--- src/rtl/mem_arbiter.sv ---
// Two-requester arbiter/sequencer for the shared 32-word data memory.
// Each accepted command takes three cycles: grant (IDLE), memory access (ACCESS), response (RESP).
module mem_arbiter #(
  parameter int AW        = 16,
  parameter int DW        = 16,
  parameter int MEM_WORDS = 32,
  parameter bit RR_EN     = 1'b1
) (
  input  logic          clk,
  input  logic          rst,
  input  logic          req_a,
  input  logic          we_a,
  input  logic          byte_a,
  input  logic [AW-1:0] addr_a,
  input  logic [DW-1:0] wdata_a,
  input  logic          req_b,
  input  logic          we_b,
  input  logic          byte_b,
  input  logic [AW-1:0] addr_b,
  input  logic [DW-1:0] wdata_b,
  output logic          gnt_a,
  output logic          gnt_b,
  output logic          done_a,
  output logic          done_b,
  output logic [DW-1:0] rdata_a,
  output logic [DW-1:0] rdata_b,
  output logic          err_a,
  output logic          err_b,
  output logic          busy,
  output logic [AW-1:0] mem_addr,
  output logic [DW-1:0] mem_wdata,
  output logic          mem_we_n,
  output logic          mem_word,
  input  logic [DW-1:0] mem_rdata
);

  typedef enum logic [1:0] {
    IDLE   = 2'd0,
    ACCESS = 2'd1,
    RESP   = 2'd2
  } state_t;

  localparam logic [AW-1:0] MEM_LIMIT = AW'(MEM_WORDS);

  state_t        state_r;
  state_t        state_s;
  logic          last_b_r;
  logic          pick_b_s;
  logic          grant_s;
  logic          sel_we_s;
  logic          sel_byte_s;
  logic [AW-1:0] sel_addr_s;
  logic [DW-1:0] sel_wdata_s;
  logic          cmd_b_r;
  logic          cmd_we_r;
  logic          cmd_byte_r;
  logic          cmd_range_r;
  logic [DW-1:0] result_s;
  logic          gnt_a_s;
  logic          gnt_b_s;
  logic          done_a_r;
  logic          done_b_r;
  logic          err_a_r;
  logic          err_b_r;
  logic [DW-1:0] rdata_a_r;
  logic [DW-1:0] rdata_b_r;
  logic [AW-1:0] mem_addr_r;
  logic [DW-1:0] mem_wdata_r;
  logic          mem_we_n_r;
  logic          mem_word_r;

  function automatic logic in_range(input logic [AW-1:0] addr);
    return (addr < MEM_LIMIT);
  endfunction

  // Byte reads return only bits 7:0, zero-extended.
  function automatic logic [DW-1:0] read_extend(input logic is_byte, input logic [DW-1:0] data);
    if (is_byte) begin
      return {{(DW-8){1'b0}}, data[7:0]};
    end else begin
      return data;
    end
  endfunction

  // Winner selection: a lone requester always wins; a tie goes to whoever was not served last.
  always_comb begin
    pick_b_s = 1'b0;
    if (req_a && req_b) begin
      if (RR_EN) begin
        pick_b_s = ~last_b_r;
      end else begin
        pick_b_s = 1'b0;
      end
    end else if (req_b) begin
      pick_b_s = 1'b1;
    end else begin
      pick_b_s = 1'b0;
    end
  end

  // Grant is only possible in IDLE; requests while busy are ignored.
  always_comb begin
    grant_s = (state_r == IDLE) && (req_a || req_b);
    gnt_a_s = grant_s && !pick_b_s;
    gnt_b_s = grant_s && pick_b_s;
  end

  // Mux the winning command.
  always_comb begin
    if (pick_b_s) begin
      sel_we_s    = we_b;
      sel_byte_s  = byte_b;
      sel_addr_s  = addr_b;
      sel_wdata_s = wdata_b;
    end else begin
      sel_we_s    = we_a;
      sel_byte_s  = byte_a;
      sel_addr_s  = addr_a;
      sel_wdata_s = wdata_a;
    end
  end

  // Next-state logic for the three-phase access sequence.
  always_comb begin
    state_s = state_r;
    case (state_r)
      IDLE: begin
        if (grant_s) begin
          state_s = ACCESS;
        end else begin
          state_s = IDLE;
        end
      end
      ACCESS:  state_s = RESP;
      RESP:    state_s = IDLE;
      default: state_s = IDLE;
    endcase
  end

  // Value returned to the requester at the end of ACCESS.
  always_comb begin
    result_s = read_extend(cmd_byte_r, mem_rdata);
  end

  // State register and round-robin history.
  always_ff @(posedge clk) begin
    if (rst) begin
      state_r  <= IDLE;
      last_b_r <= 1'b1;
    end else begin
      state_r <= state_s;
      if (grant_s) begin
        last_b_r <= pick_b_s;
      end
    end
  end

  // Latch the granted command and drive the memory interface during ACCESS.
  always_ff @(posedge clk) begin
    if (rst) begin
      cmd_b_r     <= 1'b0;
      cmd_we_r    <= 1'b0;
      cmd_byte_r  <= 1'b0;
      cmd_range_r <= 1'b0;
      mem_addr_r  <= '0;
      mem_wdata_r <= '0;
      mem_we_n_r  <= 1'b1;
      mem_word_r  <= 1'b1;
    end else begin
      mem_we_n_r <= 1'b1;
      if (grant_s) begin
        cmd_b_r     <= pick_b_s;
        cmd_we_r    <= sel_we_s;
        cmd_byte_r  <= sel_byte_s;
        cmd_range_r <= in_range(sel_addr_s);
        mem_addr_r  <= sel_addr_s;
        mem_wdata_r <= sel_wdata_s;
        mem_word_r  <= ~sel_byte_s;
        mem_we_n_r  <= ~(sel_we_s && in_range(sel_addr_s));
      end
    end
  end

  // Completion pulses and read data, registered at the end of ACCESS.
  always_ff @(posedge clk) begin
    if (rst) begin
      done_a_r  <= 1'b0;
      done_b_r  <= 1'b0;
      err_a_r   <= 1'b0;
      err_b_r   <= 1'b0;
      rdata_a_r <= '0;
      rdata_b_r <= '0;
    end else begin
      done_a_r <= 1'b0;
      done_b_r <= 1'b0;
      err_a_r  <= 1'b0;
      err_b_r  <= 1'b0;
      if (state_r == ACCESS) begin
        if (cmd_b_r) begin
          done_b_r <= 1'b1;
          err_b_r  <= ~cmd_range_r;
          if (!cmd_range_r) begin
            rdata_b_r <= '0;
          end else if (!cmd_we_r) begin
            rdata_b_r <= result_s;
          end
        end else begin
          done_a_r <= 1'b1;
          err_a_r  <= ~cmd_range_r;
          if (!cmd_range_r) begin
            rdata_a_r <= '0;
          end else if (!cmd_we_r) begin
            rdata_a_r <= result_s;
          end
        end
      end
    end
  end

  // Output mapping; rst masks the write strobe so an interrupted ACCESS never writes.
  always_comb begin
    gnt_a     = gnt_a_s;
    gnt_b     = gnt_b_s;
    done_a    = done_a_r;
    done_b    = done_b_r;
    err_a     = err_a_r;
    err_b     = err_b_r;
    rdata_a   = rdata_a_r;
    rdata_b   = rdata_b_r;
    busy      = (state_r != IDLE);
    mem_addr  = mem_addr_r;
    mem_wdata = mem_wdata_r;
    mem_we_n  = mem_we_n_r | rst;
    mem_word  = mem_word_r;
  end

endmodule

--- config.mk ---
export PLATFORM = sky130hd
export DESIGN_NAME = mem_arbiter
export DESIGN_NICKNAME = d
export VERILOG_FILES = /design/src/rtl/mem_arbiter.sv
export SDC_FILE = /design/constraint.sdc
export NUM_CORES = 1
export LEC_CHECK = 0
export ABC_AREA = 1
export BUFFER_PORTS_ARGS = -buffer_cell sky130_fd_sc_hd__buf_2
export CAP_MARGIN = 25
export CORE_MARGIN = 5
export CORE_UTILIZATION = 48
export DETAILED_ROUTE_END_ITERATION = 7
export GPL_TIMING_DRIVEN = 0
export PLACE_DENSITY = 0.84
export SYNTH_ARGS = -nofsm -noshare
export SYNTH_HDL_FRONTEND = slang
export SYNTH_SLANG_ARGS = --single-unit
--- constraint.sdc ---
create_clock -name clk -period 2.64 [get_ports clk]
set_input_delay 0.132 -clock clk [delete_from_list [all_inputs] [get_ports clk]]
set_output_delay 0.132 -clock clk [all_outputs]
set_load 0.1 [all_outputs]
Word-level counts from Yosys, hierarchy flattened:

Index checks and enable logic that the tools add are counted.

* input port bits: 88
* bits in registers: 77
* output and inout port bits: 73
* word-level logic and storage cells: 55

* equal/unequal tests: 2
* order comparisons: 1
* reduce and logical (&&, ||, !) cells: 15
* bitwise operators: 8
* multiplexer cells: 13

Operators by type and width (count)
* 16-bit 2-to-1 mux: 5
* 16-bit by 6-bit < comparator with 1-bit output (second input constant): 1
* 1-bit 2-to-1 mux: 7
* 1-bit NOT: 7
* 3-bit AND reduction: 2
* 3-bit OR reduction: 2
* 1-bit logical AND: 5
* 2-bit one-hot mux with 2 select lines: 1
* 2-bit OR reduction: 2
* 2-bit by 1-bit == test with 1-bit output (second input constant): 1
* 2-bit logical NOT: 1
* 2-bit != test (second input constant): 1
* 2-bit nonzero test: 1
* 1-bit logical NOT: 1
* 1-bit logical OR: 1
* 1-bit OR: 1

Depth between registers and ports, before layout:

* depth after elaboration: 6
* gate-level depth with buffers: 9
* depth with buffers taken out: 8

Least setup slack after synthesis:

Ideal clock, no wire load.

* path type: reg2reg
* start point: register state_r[0]
* end point: register mem_addr_r[0], in the netlist mem_addr[0]
* required time: 2566 ps
* stages on the path, launching flop included: 9
* setup slack: 828 ps
* period minus slack after synthesis: 1812 ps
* data arrival time: 1738 ps
* path buffers: 1
* library setup time: 74 ps
* path through: dfxtp_1 > inv_1 > nand2_2 > nor2_4 > inv_2 > nor2_4 > buf_4 > nand2_1 > a31oi_1

* word-level cells in the longest chain between the ends: 2

RTL lines
* start, declared: line 45 `state_t state_r;`
* start signal, assigned: line 151 `state_r <= state_s;`
* 2-bit logical NOT: line 103 `grant_s = (state_r == IDLE) && (req_a || req_b);`
* 1-bit logical AND: line 103
* end signal, assigned: line 176 `mem_addr_r <= sel_addr_s;`
* end, declared: line 67 `logic [AW-1:0] mem_addr_r;`

Every way passes these cells.
A chain may end at the register's enable or synchronous reset.

Worst setup path after layout:

* start point: register state_r[1]
* end point: output gnt_a

* word-level cells in the longest chain between the ends: 3

RTL lines
* 2-bit logical NOT: line 103
* 1-bit logical AND: line 103
* 1-bit logical AND: line 104 `gnt_a_s = grant_s && !pick_b_s;`
* end, declared: line 21 `output logic gnt_a,`

Every way passes these cells.

==> impl_results.rst <==
.. list-table::
   :header-rows: 1

   * - Metric
     - Value
   * - Status
     - completed
   * - DRC marker count from the first detailed-route iteration
     - 147
   * - WL/cell
     - 13.9 um
   * - Worst path arrival time
     - 1.89 ns
   * - All-layer global routing usage
     - 22.3%
   * - Final cell count without fillers
     - 663
   * - Synth-to-Final Area Change
     - 36.2%
   * - Sort of element at the start of the critical path
     - flip-flop
   * - # clock sinks
     - 77
   * - Detail Route Antenna Nets
     - 0
   * - Largest net degree at the start of global routing
     - 13
   * - Unrepaired setup endpoints after global routing
     - no
   * - Clock root buffer master
     - clkbuf_8
   * - Number of gates given a new drive strength after cts
     - 0
   * - HPWL after detailed placement
     - 7.19 mm
   * - Power density over the cells
     - 819 mW/mm^2
   * - Cell variety after synth
     - 24
   * - Number of cells traversed by the worst register-to-register path
     - 8
   * - Most common library cell in the layout ignoring fill and taps
     - buf_2
   * - Class of the tightest hold or removal check
     - input port to flip-flop
   * - Number of fill cells in the layout
     - 526
   * - Tightest Pin Transition
     - 0.511 ns
   * - Final antenna diode count
     - 0
   * - Area occupied by multi-input gates
     - 0.00130 mm^2
   * - Routed vias
     - 3349
   * - Number of hold-repair buffers added at the cts stage
     - 0
   * - Fmax
     - 494 MHz
   * - Routability cong.
     - 0.830
   * - CTS HTree Levels
     - 3
   * - Overall routed net length
     - 9.23 mm
   * - Highest-count cells in the layout ignoring fill and taps
     - buf_2 (168), nand2_1 (107), dfxtp_1 (77), o21ai_0 (45), nor2_1 (43)
   * - Tmin final
     - 2.02 ns
   * - Hold path endpoint
     - state_r[0]
   * - Quantity of I/O buffers inserted on ports
     - 160
   * - Register-to-register setup slack
     - 1.16 ns
   * - Count of synthesis-stage warnings from yosys
     - 0
   * - First-pass GRT wire length
     - 15.3 mm
   * - Maximum buffer depth of the clock tree
     - 2
   * - Number of primary I/O pins
     - 161
   * - Via count of the first global-routing pass
     - 3383
   * - Setup violation total in the final timing report
     - 0
   * - Worst slew slack as a fraction of its limit
     - 66.2%
   * - Number of instances on the worst hold path
     - 2
   * - Mapped Nets
     - 498
   * - Die Width
     - 90.1 um
   * - Post-CTS Setup Inserts
     - 0
   * - Cells after synthesis
     - 410
   * - Launch instance of the worst min-delay path
     - rst
   * - Count of endpoints failing hold in the final timing report
     - 0
   * - Worst VDD drop
     - 0.511 mV
   * - End of the worst register-to-register path
     - rdata_a[6]
   * - Number of buffers created by CTS
     - 9
   * - Sequential cell area fraction in the yosys report
     - 50.1%
   * - Via density
     - 5.05
   * - Skew-Pair Late Insertion Delay
     - 0.33 ns
   * - Avg Synthesized Cell Area
     - 7.50 um^2
   * - Endpoint class of the critical path
     - output pin
   * - Post-layout nets
     - 669
   * - Number of max-slew violations in the final report
     - 0
   * - Detailed-router iteration count before antenna repair
     - 4
   * - Sequential standard cell area
     - 0.00154 mm^2
   * - Share of the clock period used by the worst path
     - 76.6%
   * - TritonCTS clock tree
     - yes
   * - Drt drc
     - 0
   * - Max-Cap Viols
     - 0
   * - Die outline area
     - 0.00811 mm^2
   * - Post-CTS clock slew at the launch and capture registers of the worst setup and hold paths
     - 0.08 ns
   * - Pleak
     - 2.12 nW
   * - Height of the die
     - 90.1 um
   * - Biggest fanout along the worst timing path
     - 10
   * - Starting density of the core
     - 49.0%
   * - FF+latch count, synth
     - 77
   * - Area of the mapped netlist
     - 0.00308 mm^2
   * - Number of cells after detailed placement
     - 647
   * - Startpoint of the lowest-slack register-to-register path
     - state_r[1]
   * - FP Rows
     - 29
   * - Total power
     - 3.43 mW
   * - Area of the core
     - 0.00628 mm^2
   * - Initial antenna violation count
     - 0
   * - CP Class
     - flip-flop to output pin
   * - TNS Setup
     - 0 ns
   * - Gr ovfl total
     - 0
   * - Worst Skew
     - 0.00390 ns
   * - Data required time at the worst endpoint
     - 2.51 ns
   * - Fraction of final layout cells sized beyond drive strength 1
     - 34.1%
[cell families (layout without fill, tap and decap cells)]
family,count (synthesis),count (layout),share of synthesized area (%)
AOI/OAI and AO/OA,99,99,17.1
buffers and inverters,54,230,7.65
DFF,77,77,50.1
and+or+nand+nor,180,180,25.2
[sequential cells by signal, indices dropped and copies added (netlist names)]
signal,count
err_b,1
done_a,1
cmd_range_r,1
rdata_a,16
done_b,1
cmd_byte_r,1
rdata_b,16
mem_we_n_r,1
mem_wdata,16
cmd_b_r,1
state_r,2
cmd_we_r,1
last_b_r,1
mem_word,1
mem_addr,16
err_a,1
[area by class of cell]
class,instances,share of cell area (%)
plain buffers,24,2.93
clock buffers,13,3.55
clock inverters,3,1.64
inverters,30,2.69
multi-input cells,279,31.0
flip-flops and latches,77,36.8
well taps,77,2.30
repair buffers,160,19.1
[report_power, final]
group          leakage [nW]  switching [mW]  internal [mW]  total, mW
Sequential            0.633          0.0501           1.26       1.31
Clock                 0.108           0.409          0.562      0.971
Combinational          1.38           0.942          0.211       1.15
[synth_stat cells]
cell,n,share of area [%]
buf_2,8,1.3
buf_4,4,0.98
nand3_2,2,0.65
nand3_1,4,0.65
a31oi_1,22,4.5
inv_1,26,3.2
or2_2,2,0.41
or2_1,1,0.20
nand2_1,107,13
o211ai_1,1,0.24
inv_2,4,0.49
nand2_2,2,0.41
clkbuf_1,10,1.2
dfxtp_1,77,50
nor4_1,2,0.41
nand3b_1,9,2.2
nor2_1,43,5.2
nor2_2,1,0.20
nor3_1,4,0.65
buf_6,1,0.37
buf_1,1,0.12
a21oi_1,31,5.0
o21ai_0,45,7.3
nor2_4,3,1.1
[critical path, stage by stage (launching register included)]
cell	delay, ns
dfxtp_1	0.31
inv_1	0.07
nand2_2	0.09
nor2_4	0.18
inv_2	0.14
nor2_4	0.14
buf_4	0.19
buf_2	0.44
[metrics by stage]
stage / area, um^2 / hold WS, ns / setup slack [ns] / util, %
floorplan: 3080 / 0.205 / 0.828 / -
global placement: 3970 / 0.376 / 0.996 / 63.3
detailed placement: 3970 / 0.386 / 0.966 / 63.3
CTS: 4190 / 0.0332 / 0.601 / 66.8
global route: 4190 / 0.0355 / 0.449 / 66.8
finish: 4190 / 0.0419 / 0.617 / 66.8
[worst max-delay path by stage]
stage / from / end / slack (ns)
after global routing: state_r[1] / gnt_a / 0.45
after floorplan: state_r[0] / mem_addr[0] / 0.83
after global placement: state_r[1] / gnt_a / 1.0
after detailed placement: state_r[1] / gnt_a / 0.97
after CTS: state_r[1] / gnt_a / 0.60
final: state_r[1] / gnt_a / 0.62
[per-layer routing]
layer	up-vias	track usage [%]	part of all wire (%)
met2	134	39.5	49
met1	1523	25.7	41
met5	-	0	0
met4	0	5.96	1.3
li1	1678	-	-
met3	14	7.35	9.0
(Power assumes the default switching activity.)
